===== config.mk =====
export PLATFORM = sky130hd
export DESIGN_NAME = vga_scanout
export DESIGN_NICKNAME = d
export VERILOG_FILES = /design/src/rtl/vga_scanout.sv
export SDC_FILE = /design/constraint.sdc
export NUM_CORES = 1
export LEC_CHECK = 0
export ABC_CLOCK_PERIOD_IN_PS = 2700
export CAP_MARGIN = 20
export CORE_ASPECT_RATIO = 0.9
export CORE_MARGIN = 8
export CORE_UTILIZATION = 30
export DETAILED_ROUTE_END_ITERATION = 10
export DONT_BUFFER_PORTS = 1
export PLACE_DENSITY = 0.45
export SLEW_MARGIN = 20
export SYNTH_ARGS = -nofsm -noshare
export SYNTH_HDL_FRONTEND = slang
export SYNTH_SLANG_ARGS = --single-unit

===== constraint.sdc =====
create_clock -name clk -period 2.7 [get_ports clk]
set_input_delay 0.27 -clock clk [delete_from_list [all_inputs] [get_ports clk]]
set_output_delay 0.27 -clock clk [all_outputs]
set_load 0.01 [all_outputs]

===== src/rtl/vga_scanout.sv =====
// vga_scanout: 640x480@60 VGA reader expanding a 1bpp 64x32 framebuffer (10x15 scaling) to 12-bit RGB
module vga_scanout #(
  parameter logic [31:0] FB_BASE  = 32'h0000_0300,
  parameter logic [11:0] FG_COLOR = 12'hFFF,
  parameter logic [11:0] BG_COLOR = 12'h000
) (
  input  logic        clk,
  input  logic        reset,
  output logic [31:0] va,
  input  logic [31:0] vd,
  output logic        hsync,
  output logic        vsync,
  output logic [3:0]  vga_r,
  output logic [3:0]  vga_g,
  output logic [3:0]  vga_b,
  output logic        frame
);
  logic [9:0] hc, vc;
  logic [3:0] hsub, vsub;
  logic [5:0] lx;
  logic [4:0] ly;
  logic       h_act, v_act, line_end;
  logic       act1, hs1, vs1, fr1;
  logic [4:0] idx1;
  logic [11:0] rgb;
  assign h_act    = hc < 10'd640;
  assign v_act    = vc < 10'd480;
  assign line_end = hc == 10'd799;
  assign va       = FB_BASE + {24'd0, ly, lx[5], 2'b00};
  assign {vga_r, vga_g, vga_b} = rgb;
  always_ff @(posedge clk) begin
    if (reset) begin
      hc   <= '0;
      vc   <= '0;
      hsub <= '0;
      vsub <= '0;
      lx   <= '0;
      ly   <= '0;
    end else begin
      hc   <= line_end ? '0 : hc + 10'd1;
      hsub <= (h_act && hsub != 4'd9) ? hsub + 4'd1 : '0;
      lx   <= h_act ? lx + {5'd0, hsub == 4'd9} : '0;
      if (line_end) begin
        vc   <= (vc == 10'd524) ? '0 : vc + 10'd1;
        vsub <= (v_act && vsub != 4'd14) ? vsub + 4'd1 : '0;
        ly   <= v_act ? ly + {4'd0, vsub == 4'd14} : '0;
      end
    end
  end
  // Two-stage pipeline: stage 1 meets vd from memory, stage 2 drives the pins
  always_ff @(posedge clk) begin
    if (reset) begin
      act1  <= 1'b0;
      hs1   <= 1'b1;
      vs1   <= 1'b1;
      fr1   <= 1'b0;
      idx1  <= '0;
      rgb   <= '0;
      hsync <= 1'b1;
      vsync <= 1'b1;
      frame <= 1'b0;
    end else begin
      act1  <= h_act && v_act;
      hs1   <= !(hc >= 10'd656 && hc < 10'd752);
      vs1   <= !(vc >= 10'd490 && vc < 10'd492);
      fr1   <= hc == 10'd0 && vc == 10'd480;
      idx1  <= 5'd31 - lx[4:0];
      rgb   <= act1 ? (vd[idx1] ? FG_COLOR : BG_COLOR) : '0;
      hsync <= hs1;
      vsync <= vs1;
      frame <= fr1;
    end
  end
endmodule

After elaboration in Yosys (flattened, before gate mapping)
Cells that the tools add are included.

storage, ports and cells
  register bits = 63
  output and inout bits = 47
  logic and storage cells = 59

operators by class
  bitwise logic cells = 3
  reduce and logical (&&, ||, !) cells = 13
  order comparisons = 7
  muxes and demuxes = 6
  add/sub/neg operators = 8
  eq/ne operators = 7

operators by type and width
  operator                                              number
  adder 10 x 1 -> 10 bit, second input constant         2
  == test 10 bit, second input constant                 2
  < comparator 10 bit, second input constant            2
  < comparator 10 x 9 -> 1 bit, second input constant   2
  2-to-1 mux 12 bit                                     1
  adder 10 x 8 -> 11 bit, first input constant          1
  == test 10 x 9 -> 1 bit, second input constant        1
  >= comparator 10 bit, second input constant           1
  >= comparator 10 x 9 -> 1 bit, second input constant  1
  logical NOT 10 bit                                    1
  2-to-1 mux 10 bit                                     1
  adder 4 x 1 -> 4 bit, second input constant           2
  == test 4 bit, second input constant                  2
  inequality test 4 bit, second input constant          2
  OR reduction 2 bit                                    4
  adder 6 x 1 -> 6 bit                                  1
  logical AND 1 bit                                     6
  < comparator 5 x 6 -> 1 bit, second input constant    1
  adder 5 x 1 -> 5 bit                                  1
  binary-select mux 1 bit (select 5 bit)                1
  2-to-1 mux 5 bit                                      1
  subtractor 5 bit, first input constant                1
  2-to-1 mux 4 bit                                      1
  inverter 1 bit                                        3
  2 further kinds                                       3

Depth between registers and ports, before layout
  depth after elaboration = 4
  depth in mapped cells = 9
  mapped depth without buffers = 9

Least setup slack after synthesis
OpenSTA, ideal clock, no wires.

  path kind = flip-flop to flip-flop
  start point = reg hc[0]
  end point = reg vc[9]
  setup time = 70 ps
  data arrival time = 1806 ps
  data required time = 2630 ps
  stages on the path, launching flop included = 7
  clock period less this slack = 1877 ps
  path slack = 823 ps
  cells stage by stage = dfxtp_1 ha_1 or4b_4 nor3_4 nand2_1 or3_1 a21oi_1

between the ends
  word-level cells in the longest chain between the ends = 1

RTL lines
  element                 line  source
  start, declared         18    logic [9:0] hc, vc;
  start signal, assigned  40    hc <= line_end ? '0 : hc + 10'd1;
  == test 10 bit          28    assign line_end = hc == 10'd799;
  end signal, assigned    44    vc <= (vc == 10'd524) ? '0 : vc + 10'd1;
  end, declared           18

No other way between the ends.
A chain may end at the register's enable or synchronous reset.

Worst setup path after layout
  start point = reg hc[0]
  end point = reg ly[3]

between the ends
  word-level cells in the longest chain between the ends = 1

RTL lines
  element               line  source
  == test 10 bit        28
  end signal, assigned  46    ly <= v_act ? ly + {4'd0, vsub == 4'd14} : '0;
  end, declared         21    logic [4:0] ly;

No other way between the ends.

==> results_dict.tcl <==
set metrics [dict create \
    post_route_cells_drive_above_1_share_pct 8.541 \
    power.density_nw_per_um2 493.1 \
    min_from "reset" \
    total_power_mw 1.349 \
    worst-r2r-cell-count 7 \
    reg2reg_setup_slack_ns 0.43 \
    synth_cell_types 38 \
    dp_cells 395 \
    drt_pass1_iterations 4 \
    dr.first_iter.drc_count 82 \
    fin_worst_hold_slack_ns 0.02209 \
    n_antenna_cell 0 \
    cts_tree "built" \
    worstReg2RegEnd "ly[3]" \
    outcome "completed" \
    clk_transition_reported_paths_ns 0.10 \
    worst-path-max-fanout 14 \
    post-route-util_pct 30.54 \
    fp-row-count 33 \
    cts.path.max_buffers 2 \
    setup.worst_path.end_class "flip-flop" \
    hold_wc_path_type "input pin to flip-flop" \
    synth_area_leader_cell "sky130_fd_sc_hd__dfxtp_1" \
    area.sequential_um2 1041 \
    wl_um 4983 \
    cell_family_contributing_the_most_delay_on_the_critical_path "simple AND/OR/NAND/NOR gates" \
    globalRoute.busiestLayer "met2" \
    arrival_ns 2.46 \
    cts_buffers 5 \
    root_buffer "sky130_fd_sc_hd__clkbuf_8" \
    post-synth-top-area-fraction_pct 38.39 \
    timing.hold.worst_path_depth 1 \
    setup_ws_ns 0.4307 \
    die_height_um 106.2 \
    clock-sinks 52 \
    final_net_count 326 \
    share_of_total_power_consumed_by_net_switching_pct 23.52 \
    worst-path-buf-inv 1 \
    worst_path_class_setup "flip-flop to flip-flop" \
    mappedNetlistArea_um2 2711 \
    nFillCells 979 \
    max-vdd-ir-drop_uv 210.8 \
    wire_length_of_the_first_global_routing_pass_um 8452 \
    edff_count_synth 0 \
    postCtsSetupRepairBufs 0 \
    critical_path.startpoint_type "flip-flop" \
    detailedPlace.worstSlack_ns 0.4306 \
    detail-route-antenna-nets 0 \
    final_hold_viols 0 \
    ys_seq_elements 52 \
    period_minus_slack_ns 2.269 \
    synth_async_sr_flop_share_pct 0 \
    routed_via_density 4.377 \
    cellLeakagePower_nw 1.100 \
    vias 1764 \
    synth_area_leaders "sky130_fd_sc_hd__dfxtp_1 (38%), sky130_fd_sc_hd__buf_4 (11%), sky130_fd_sc_hd__mux4_2 (6.6%)" \
    drt_drc_violations_left 0 \
    timing.max_cap.violations 0 \
    die_width_um 116.2 \
    rsz0062_at_grt "no" \
    gr-usage-met1_pct 10.23 \
    post_cts_resize_count 0 \
    antenna_violations_before_repair 0 \
    cp_slowest_cell "sky130_fd_sc_hd__or4b_4" \
    global_route.usage.met3_pct 2.776 \
    insertion_delay_ns 0.30 \
    h-tree-depth 2 \
    final_area_um2 2736 \
    p_int_mw 1.032 \
    switchingPower_mw 0.3173 \
    synth.avg_cell_area_um2 9.222 \
    initial_core_util_pct 30.26 \
    min_to "vc[9]" \
    hpwlAfterDp_um 3817 \
    skew_ns 0.01333 \
    setup-tns-final_ns 0 \
    syn-instance-count 294 \
    ys.flop_type "sky130_fd_sc_hd__dfxtp_1" \
    grt_use_total_pct 8.367 \
    stdcell_count 403 \
    avgRoutedWirePerCell_um 12.36 \
    number_of_port_buffers 0 \
    maxClockFrequency_ghz 0.4407 \
    yosys_warnings 0 \
    multi_input_area_um2 1400 \
    power.share.sequential_pct 59.1 \
    timing.final.max_slew_violations 0 \
    area_growth_syn_to_layout_pct 0.9228 \
    r2r-start "hc[0]" \
    gp_routability_congestion 0.7546 \
    grt_remaining_overflow 0 \
    comb_power_share_pct 7.0 \
    worst_path_largest_cell_delay_ns 0.50 \
    post_dp_cell_area_um2 2643 \
    boundaryPins 81 \
    cp.required_ns 2.89 \
    met2_global_route_usage_pct 13.61 \
    crit_path_cell_trace "ha_1 > or4b_4 > nor3_4 > buf_4 > nand4_1 > xor2_1 > nor2_1" \
    timing.final.crit_share_pct 84.05 \
    cts.hold.buffers_added 0 \
    synth_seq_area_share_pct 38.39 \
    timing.final.setup_violations 0 \
    core_um2 8960 \
    grt_pass1_vias 1782 \
    floorplan.die_area_um2 12340 \
    p_clk_share_pct 33.8 \
    grt_max_degree 27 \
]
## routing by layer
layer | vias to the layer above | part of all wire (%) | wire, µm
met4 | 0 | 0.82 | 41
met5 | - | 0 | 0
met3 | 5 | 7.1 | 356
li1 | 904 | - | -
met2 | 36 | 47 | 2324
met1 | 819 | 45 | 2261
## cells in the mapped netlist (2+ instances only)
cell type / n
sky130_fd_sc_hd__nor3_1: 7
sky130_fd_sc_hd__o22ai_1: 2
sky130_fd_sc_hd__and2_1: 4
sky130_fd_sc_hd__ha_1: 12
sky130_fd_sc_hd__and3_1: 5
sky130_fd_sc_hd__a21oi_1: 5
sky130_fd_sc_hd__mux4_2: 8
sky130_fd_sc_hd__nor2_1: 42
sky130_fd_sc_hd__xor2_1: 20
sky130_fd_sc_hd__a21o_1: 2
sky130_fd_sc_hd__mux2i_1: 5
sky130_fd_sc_hd__dfxtp_1: 52
sky130_fd_sc_hd__clkbuf_1: 4
sky130_fd_sc_hd__xnor2_1: 7
sky130_fd_sc_hd__buf_4: 39
sky130_fd_sc_hd__nand4_1: 12
sky130_fd_sc_hd__or3_1: 3
sky130_fd_sc_hd__or2_2: 4
sky130_fd_sc_hd__nand2_1: 15
sky130_fd_sc_hd__conb_1: 2
sky130_fd_sc_hd__nand3_1: 13
sky130_fd_sc_hd__o21ai_0: 4
sky130_fd_sc_hd__inv_1: 9
sky130_fd_sc_hd__buf_2: 3
sky130_fd_sc_hd__nand2b_1: 2
## kinds of logic after synthesis
| logic type | after synthesis | synth area share (%) |
|---|---|---|
| fa+ha+maj | 12 | 5.537 |
| buf+inv | 56 | 13.29 |
| xor+xnor | 27 | 8.722 |
| flops | 52 | 38.39 |
| simple gates | 116 | 21.64 |
| other cells | 2 | 0.2770 |
| compound gates | 15 | 3.230 |
| mux | 14 | 8.906 |
## layout make-up
class,instances,share of cell area [%]
Inverter,9,1.235
Tap cell,122,5.578
Clock inverter,1,0.2743
Sequential cell,52,38.04
Timing Repair Buffer,2,0.5487
Multi-Input combinational cell,210,51.17
Clock buffer,7,3.155
## registers in the layout (all words and copies together), names as in the netlist, 4 cells and up
signal and flops:
hsub 4, lx 6, ly 5, vsub 4, hc 10, vc 10
idx1 5
## cells in the final DEF (no fill, tap or decap), types with 3 or more instances in the layout
cell type,instances
sky130_fd_sc_hd__and3_1,5
sky130_fd_sc_hd__o21ai_0,4
sky130_fd_sc_hd__dfxtp_1,52
sky130_fd_sc_hd__and2_1,4
sky130_fd_sc_hd__clkbuf_8,6
sky130_fd_sc_hd__nand2_1,15
sky130_fd_sc_hd__mux2i_1,5
sky130_fd_sc_hd__or3_1,3
sky130_fd_sc_hd__nand3_1,13
sky130_fd_sc_hd__conb_1,26
sky130_fd_sc_hd__xor2_1,20
sky130_fd_sc_hd__nor2_1,42
sky130_fd_sc_hd__nor3_1,7
sky130_fd_sc_hd__mux4_2,8
sky130_fd_sc_hd__xnor2_1,7
sky130_fd_sc_hd__ha_1,12
sky130_fd_sc_hd__nand4_1,12
sky130_fd_sc_hd__or2_2,4
sky130_fd_sc_hd__a21oi_1,5
sky130_fd_sc_hd__inv_1,9
## worst max path at each step
stage | cells after the start | startpoint | endpoint
after floorplan | 6 | hc[0] | vc[9]
after global placement | 7 | hc[0] | ly[4]
after detailed placement | 7 | hc[0] | ly[3]
after CTS | 7 | hc[0] | ly[3]
after global routing | 6 | hc[0] | vc[9]
final | 7 | hc[0] | ly[3]
## power groups by stage
stage | logic (mW) | clock network, mW | registers, mW
global route | 0.108 | 0.512 | 0.802
detailed placement | 0.0956 | 0 | 0.816
floorplan | 0.137 | 0 | 0.809
CTS | 0.0956 | 0.483 | 0.798
global placement | 0.0955 | 0 | 0.816
finish | 0.0951 | 0.456 | 0.798
Power figures use the tool's default switching activity.
